--- src/rtl/register_flag_bank.sv ---
// register_flag_bank: NFLAGS status flags with per-flag one-hot source select, bus load and a DEPTH-entry shadow stack.
// Optional multi-hot select detection is enabled by defining REGISTER_FLAG_BANK_SELERR_EN.
module register_flag_bank #(
  parameter int NFLAGS = 8,
  parameter int NSRC = 8,
  parameter int DEPTH = 2,
  localparam int LW = $clog2(DEPTH + 1)
) (
  input  logic                   Clk,
  input  logic                   notReset,
  input  logic [NFLAGS*NSRC-1:0] FlagSrc,
  input  logic [NFLAGS*NSRC-1:0] Sel,
  input  logic [NFLAGS-1:0]      Write,
  input  logic                   BusWrite,
  input  logic [NFLAGS-1:0]      BusData,
  input  logic                   Push,
  input  logic                   Pop,
  output logic [NFLAGS-1:0]      Flags,
  output logic [NFLAGS-1:0]      notFlags,
  output logic [LW-1:0]          Level,
  output logic                   ShadowEmpty,
  output logic                   ShadowFull,
  output logic                   Overflow,
  output logic                   Underflow,
  output logic                   SelErr
);
  // Sized to the full Level range so Level can index it without width conversion.
  logic [NFLAGS-1:0] stack [2**LW];
  logic [LW-1:0] top;
  logic do_pop, do_push, swap;
  logic [NFLAGS-1:0] upd, nxt;
  assign ShadowEmpty = Level == '0;
  assign ShadowFull = Level == LW'(DEPTH);
  assign top = Level - LW'(1);
  assign do_pop = Pop && !ShadowEmpty;
  assign swap = do_pop && Push;
  assign do_push = Push && !ShadowFull && !do_pop;
  assign nxt = BusWrite ? BusData : do_pop ? stack[top] : upd;
`ifdef REGISTER_FLAG_BANK_SELERR_EN
  logic [NFLAGS-1:0] bad;
`endif
  for (genvar i = 0; i < NFLAGS; i++) begin : g_flag
    logic [NSRC-1:0] s, v;
    assign s = Sel[i*NSRC +: NSRC];
    assign v = FlagSrc[i*NSRC +: NSRC];
`ifdef REGISTER_FLAG_BANK_SELERR_EN
    assign bad[i] = Write[i] && |(s & (s - NSRC'(1)));
    assign upd[i] = (Write[i] && !bad[i]) ? |(s & v) : Flags[i];
`else
    assign upd[i] = Write[i] ? |(s & v) : Flags[i];
`endif
  end
  always_ff @(posedge Clk) begin
    if (!notReset) begin
      Flags <= '0;
      notFlags <= '1;
      Level <= '0;
      Overflow <= 1'b0;
      Underflow <= 1'b0;
    end else begin
      Flags <= nxt;
      notFlags <= ~nxt;
      Level <= do_push ? Level + LW'(1) : (do_pop && !swap) ? top : Level;
      Overflow <= Overflow | (Push && ShadowFull && !Pop);
      Underflow <= Underflow | (Pop && ShadowEmpty);
    end
  end
  // A swap overwrites the entry being restored with the pre-update flags.
  always_ff @(posedge Clk)
    if (notReset && (do_push || swap)) stack[swap ? top : Level] <= Flags;
`ifdef REGISTER_FLAG_BANK_SELERR_EN
  always_ff @(posedge Clk)
    if (!notReset) SelErr <= 1'b0;
    else SelErr <= SelErr | (|bad);
`else
  assign SelErr = 1'b0;
`endif
endmodule

--- config.mk ---
export PLATFORM = sky130hd
export DESIGN_NAME = register_flag_bank
export DESIGN_NICKNAME = d
export VERILOG_FILES = /design/src/rtl/register_flag_bank.sv
export SDC_FILE = /design/constraint.sdc
export NUM_CORES = 1
export LEC_CHECK = 0
export CORE_UTILIZATION = 38
export CTS_BUF_LIST = sky130_fd_sc_hd__clkbuf_16
export CTS_CLUSTER_DIAMETER = 100
export DETAILED_ROUTE_END_ITERATION = 10
export PLACE_DENSITY = 0.95
export SKIP_LAST_GASP = 1
export SYNTH_ARGS = -nofsm -noshare
export SYNTH_HDL_FRONTEND = slang
export SYNTH_SLANG_ARGS = --single-unit
--- constraint.sdc ---
create_clock -name Clk -period 4.5 [get_ports Clk]
set_input_delay 0.9 -clock Clk [delete_from_list [all_inputs] [get_ports Clk]]
set_output_delay 0.9 -clock Clk [all_outputs]
set_load 0.03 [all_outputs]
==> results by group, run 1 <==
Logic synthesis
  • Synth Area in XOR/XNOR: 0.00355
  • Post-synth EDFFs: 32
  • Top cells by area, synth: edfxtp_1 (39%), dfxtp_1 (16%), mux4_2 (5.5%), a21oi_1 (3.7%), nor2_1 (3.0%)
  • Mapped Avg Cell Area: 11.6 sq um
  • Largest family of logic cells by synthesized area: compound AO/OA/AOI/OAI gates
  • Synthesized flop and latch total: 52
  • Synth Net Count: 363
  • Syn Inst Count: 212
  • Compound-Gate Fraction of Synth Area: 0.199
  • Sequential element share of the synthesized area: 0.552
  • Cell type with the largest total area after synthesis: edfxtp_1
  • Simple-gate share of the synthesized area: 0.117
  • Adder-Cell Fraction of Synth Area: 0.0102
  • Ys flop type: edfxtp_1
  • Synth unique cells: 38
  • YS warnings: 0
  • Fraction of registers with async set/reset: 0
  • Yosys top cell area share: 0.390
  • Mapped cell area: 0.00246 sq mm
  • Multiplexer area fraction after synthesis: 0.0761

Worst setup path
  • Worst setup EP type: flop
  • Startpoint Class: flop
  • Critical Path AT: 3.02 ns
  • Max stage delay on crit path: 0.73 ns
  • Worst Path Required: 4.41 ns
  • Worst-path cell chain: inv_1, ha_1, nor2b_1, nand2_1, xnor2_1, nor2b_1
  • Max stage delay cell, worst path: dfxtp_1
  • Worst-path maximum fanout: 12
  • Kind of critical path: reg -> reg
  • Worst path most repeated cell: nor2b_1

Clock network
  • Worst skew pair latency: 0.29 ns
  • Cts bufs inserted: 5
  • Clk pin slew, worst setup/hold paths: 0.06 ns
  • # clock sinks: 52
  • Root Driver: clkbuf_16
  • H-tree Lvls: 2
  • Post-CTS setup buffer count: 0
  • Clock Path Buffers: 2
  • CTS Hold Bufs: 0
  • Resized Gates After CTS: 0
  • CTS tree: yes

Floorplan
  • Top-level I/O count: 172
  • Die ar.: 0.00681 sq mm
  • Die Ht: 82.5 microns
  • # rows: 28
  • Starting density of the core: 0.404
  • Die width: 82.5 microns
  • Core area: 0.00610 sq mm

Placement
  • GP Congestion: 0.753
  • HPWL after detailed placement: 6040 microns
  • PortBufs: 170

Final layout
  • Post-layout nets: 532
  • Register Area: 0.00136 sq mm
  • FILL cells: 459
  • Area Overhead vs Synth: 76.6%
  • Diodes inserted: 0
  • Share of layout cells above drive strength 1: 0.0340
  • Multi-input gate area: 0.00100 sq mm

Drt
  • Detailed Routing Iterations Pass 1: 5
  • DR iter-0 viols: 115
  • Routed WL per cell: 16.5 microns
  • Final WL: 7560 microns
  • Final ANT Viol Nets: 0
  • Via density: 5.41
  • Residual DRC: 0
  • DR vias: 2471

Timing
  • Final Hold Vio Count: 0
  • Final setup fails: 0
  • Max-slew violations: 0
  • Top achievable clock speed: 322 MHz
  • Clock Skew: 0.00505 ns
  • Slew headroom: 0.492
  • Slew @ Worst Pin: 0.761 ns
  • Setup TNS: 0 ns
  • Final worst path period need: 3.10 ns
  • RSZ-0062 raised after global routing: false
  • Tcrit/Tclk final: 0.690

Global routing
  • GR Overflow Total: 0
  • First-pass GRT wire length: 11100 microns
  • Vias in the first global route: 2492
  • Initial antenna violation count: 0
  • Largest net degree at the start of global routing: 18
  • Global Route Usage Sum: 0.228

Power and ir drop
  • Worst VDD drop: 0.398 mV
  • Overall power after layout: 1.59 mW
  • Pleak: 1.60 nW
  • PD cells: 366 mW/mm^2

Job
  • Maxcap violations: 0

Worst hold path
  • Worst min path class: reg -> reg

Run status
  • Outcome: completed
[layer usage]
layer,wire length [microns],vias up,global-route usage,part of all wire
li1,-,1178,-,-
met1,2570,1146,0.235,0.34
met2,4100,133,0.426,0.54
met3,727,14,0.0692,0.096
met4,160,0,0.0914,0.021
met5,0,-,0,0
[path summary, 6_finish.rpt]
kind | startpoint | endpoint | slack (ns) | cells past startpoint
worst max register to register | Level[0] | stack[1][5] | 1.40 | 6
worst min-delay path | Overflow | Overflow | 0.49 | 2
worst min register to register | Overflow | Overflow | 0.49 | 2
worst max-delay path | Level[0] | stack[1][5] | 1.40 | 6
[power breakdown]
group | switching [mW] | internal (mW)
logic | 0.288 | 0.314
clock network | 0.149 | 0.200
registers | 0.0530 | 0.591
total | 0.490 | 1.11
[final cells by class]
class | count | share of cell area
clock buffer | 5 | 0.0287
tap | 75 | 0.0216
clock inverter | 3 | 0.00259
multi-input combinational | 138 | 0.231
inverter | 13 | 0.0112
sequential | 52 | 0.313
timing repair buffer | 171 | 0.393
[cells by family after synthesis]
kind of cell    count (synthesis)
simple gates                   60
compound gates                 66
xor+xnor                        1
flops                          52
buf+inv                        22
mux                             8
fa+ha+maj                       2
other cells                     1
[critical path: cells and delay by family, from the launching register on]
| kind | cells | cell delay [ns] |
|---|---|---|
| simple gates | 3 | 1.29 |
| flops | 1 | 0.73 |
| xor+xnor | 1 | 0.20 |
| fa+ha+maj | 1 | 0.29 |
| buf+inv | 1 | 0.21 |
[cells in the mapped netlist, drive strengths merged, types with 8 or more instances]
cell type / number
nor2b: 9
inv: 12
a21oi: 18
a31oi: 8
nand2: 13
nor2: 20
dfxtp: 20
edfxtp: 32
nand4: 8
mux4: 8
[through the flow]
step,util,hold WS (ns),instances,area [sq um],setup WS (ns)
floorplan,-,0.623,212,2460,1.85
global placement,0.692,0.456,449,4220,1.32
detailed placement,0.692,0.478,449,4220,1.17
CTS,0.714,0.495,457,4350,1.35
global route,0.714,0.549,457,4350,1.08
finish,0.714,0.491,457,4350,1.40
[placed cells by master (no fill, tap or decap), types with 2 or more instances in the layout]
cell type / instances
ha_1: 2
clkinv_1: 2
nand2_1: 13
inv_1: 14
nand4_1: 8
a222oi_1: 7
nand2b_1: 2
nor3_1: 2
nand3_1: 3
a21oi_1: 18
mux4_1: 2
a31o_1: 6
nor2b_1: 9
dfxtp_1: 20
clkbuf_16: 5
mux4_2: 6
a22o_1: 7
clkdlybuf4s50_1: 170
nor2_1: 20
a221oi_1: 7
a31oi_1: 8
o211ai_1: 2
edfxtp_1: 32
a22oi_1: 4
No activity file was read; power rests on OpenSTA's default activity.
==> inputs of run 2 (changes only) <==
- CORE_UTILIZATION: 38 -> 35
- PLACE_DENSITY: 0.95 -> 0.92
- clock period: 4.5 -> 3.2 ns (I/O delays scaled with it)
==> results by group, run 2 (synthesis results as in run 1) <==
Worst setup path
  • Max stage delay on crit path: 0.62 ns (-0.11 ns)
  • WP buf/inv: 2 (+1)
  • Worst-path maximum fanout: 9 (-3)
  • Worst setup EP type: flop
  • Startpoint Class: primary input
  • Worst path most repeated cell: nor2b_1
  • Max stage delay cell, worst path: nor2b_1
  • Worst-path cell chain: clkdlybuf4s50_1, nor2b_1, buf_4, nand2_1, a21oi_1, nor2b_1
  • Worst Path Required: 3.12 ns (-1.29 ns)
  • Critical Path AT: 2.48 ns (-0.54 ns)
  • Crit-path leading delay family: simple AND/OR/NAND/NOR gates
  • Kind of critical path: in -> reg

Floorplan
  • Die ar.: 0.00738 sq mm (+8.4%)
  • Core area: 0.00679 sq mm (+11%)
  • Die width: 85.9 microns (+4.1%)
  • Die Ht: 85.9 microns (+4.1%)
  • Top-level I/O count: 172 (unchanged)
  • # rows: 30 (+7.1%)
  • Starting density of the core: 0.363 (-0.0416)

Final layout
  • Area Overhead vs Synth: 78.6%
  • Multi-input gate area: 0.00100 sq mm (unchanged)
  • FILL cells: 544 (+19%)
  • Diodes inserted: 0 (unchanged)
  • Most common cell after layout, fill and taps aside: clkdlybuf4s50_1
  • Register Area: 0.00136 sq mm (unchanged)
  • Post-layout nets: 535 (+0.56%)
  • Share of layout cells above drive strength 1: 0.0416 (+0.00753)
  • Most frequent cells in the layout: clkdlybuf4s50_1 (170), edfxtp_1 (32), dfxtp_1 (20), nor2_1 (20), a21oi_1 (18)

Clock network
  • Post-CTS setup buffer count: 0 (unchanged)
  • Root Driver: clkbuf_16
  • Resized Gates After CTS: 0 (unchanged)
  • CTS Hold Bufs: 0 (unchanged)
  • Cts bufs inserted: 5 (unchanged)
  • CTS tree: yes
  • # clock sinks: 52 (unchanged)
  • Worst skew pair latency: 0.29 ns (about the same)
  • H-tree Lvls: 2 (unchanged)
  • Clk pin slew, worst setup/hold paths: 0.06 ns (about the same)
  • Clock Path Buffers: 2 (unchanged)

Timing
  • Final setup fails: 0 (unchanged)
  • Final worst path period need: 2.57 ns
  • Max-slew violations: 0 (unchanged)
  • Slew headroom: 0.488 (-0.00369)
  • Setup TNS: 0 ns (unchanged)
  • Clock Skew: 0.00499 ns (-0.0000594 ns)
  • Top achievable clock speed: 390 MHz
  • Final Hold Vio Count: 0 (unchanged)
  • Tcrit/Tclk final: 0.802
  • Slew @ Worst Pin: 0.765 ns (+0.00471 ns)
  • RSZ-0062 raised after global routing: false

Drt
  • Final ANT Viol Nets: 0 (unchanged)
  • Via density: 5.11 (-5.5%)
  • Uppermost layer routed: met4
  • Routed WL per cell: 14.9 microns (-9.6%)
  • DR vias: 2459 (-0.49%)
  • Residual DRC: 0 (unchanged)
  • Met2 WL: 3750 microns (-8.6%)
  • Final WL: 7190 microns (-4.9%)
  • Metal1 wirelength: 2570 microns (+0.19%)
  • DR iter-0 viols: 160 (+39%)
  • Detailed Routing Iterations Pass 1: 5 (unchanged)
  • Routed met3 length: 759 microns (+4.4%)

Power and ir drop
  • PD cells: 510 mW/mm^2 (+39%)
  • Overall power after layout: 2.25 mW (+41%)
  • Pleak: 1.61 nW (+0.99%)
  • Worst VDD drop: 0.277 mV (-30%)

Global routing
  • Global Route Usage Sum: 0.195 (-0.0324)
  • Initial antenna violation count: 0 (unchanged)
  • Largest net degree at the start of global routing: 18 (unchanged)
  • First-pass GRT wire length: 10900 microns (-2.3%)
  • GR Overflow Total: 0 (unchanged)
  • Vias in the first global route: 2444 (-1.9%)

Placement
  • GP Congestion: 0.789 (+4.8%)
  • PortBufs: 170 (unchanged)
  • HPWL after detailed placement: 5750 microns (-4.7%)

Worst hold path
  • Worst min path class: reg -> reg

Job
  • Maxcap violations: 0 (unchanged)

Run status
  • Outcome: completed
[run 2: cell types whose count changed in the layout (fill, tap and decap cells not counted)]
cell / delta
buf_4: +3
[run 2: layer usage]
metal  track usage  vias up
met4        0.0697        0
li1              -     1181
met1         0.206     1128
met2         0.356      139
met5             0        -
met3        0.0722       11
[run 2: worst paths after layout]
check                                    to  cells after the start  startpoint  slack [ns]
worst max-delay path            stack[1][5]                      6         Pop        0.63
worst min-delay path               Overflow                      2    Overflow        0.48
worst max register to register  stack[1][5]                      7    Level[1]        0.84
worst min register to register     Overflow                      2    Overflow        0.48
[run 2: power breakdown]
group | switching [mW] | internal, mW
Combinational | 0.419 | 0.451
Clock | 0.210 | 0.281
Sequential | 0.0529 | 0.831
Total | 0.682 | 1.56
[run 2: stage by stage]
step,util,instance area (sq um),hold WS [ns],worst slack [ns],cells
finish,0.648,4400,0.480,0.634,481
CTS,0.648,4400,0.487,0.565,481
global route,0.648,4400,0.504,0.353,481
floorplan,-,2460,0.623,0.546,212
detailed placement,0.628,4270,0.472,0.276,473
global placement,0.628,4270,0.446,0.420,473
[run 2: area by class of cell]
cell class,count,share of cell area
well taps,96,0.0273
inverters,13,0.0111
repair buffers,174,0.393
multi-input cells,138,0.228
flip-flops and latches,52,0.309
clock inverters,3,0.00256
clock buffers,5,0.0284
[run 2: worst register-to-register path: stages, from the launching register on]
cell     delay, ns
dfxtp_1       0.35
inv_1         0.11
ha_1          0.24
nor2b_1       0.20
buf_4         0.22
nand2_1       0.07
a21oi_1       0.17
nor2b_1       0.62
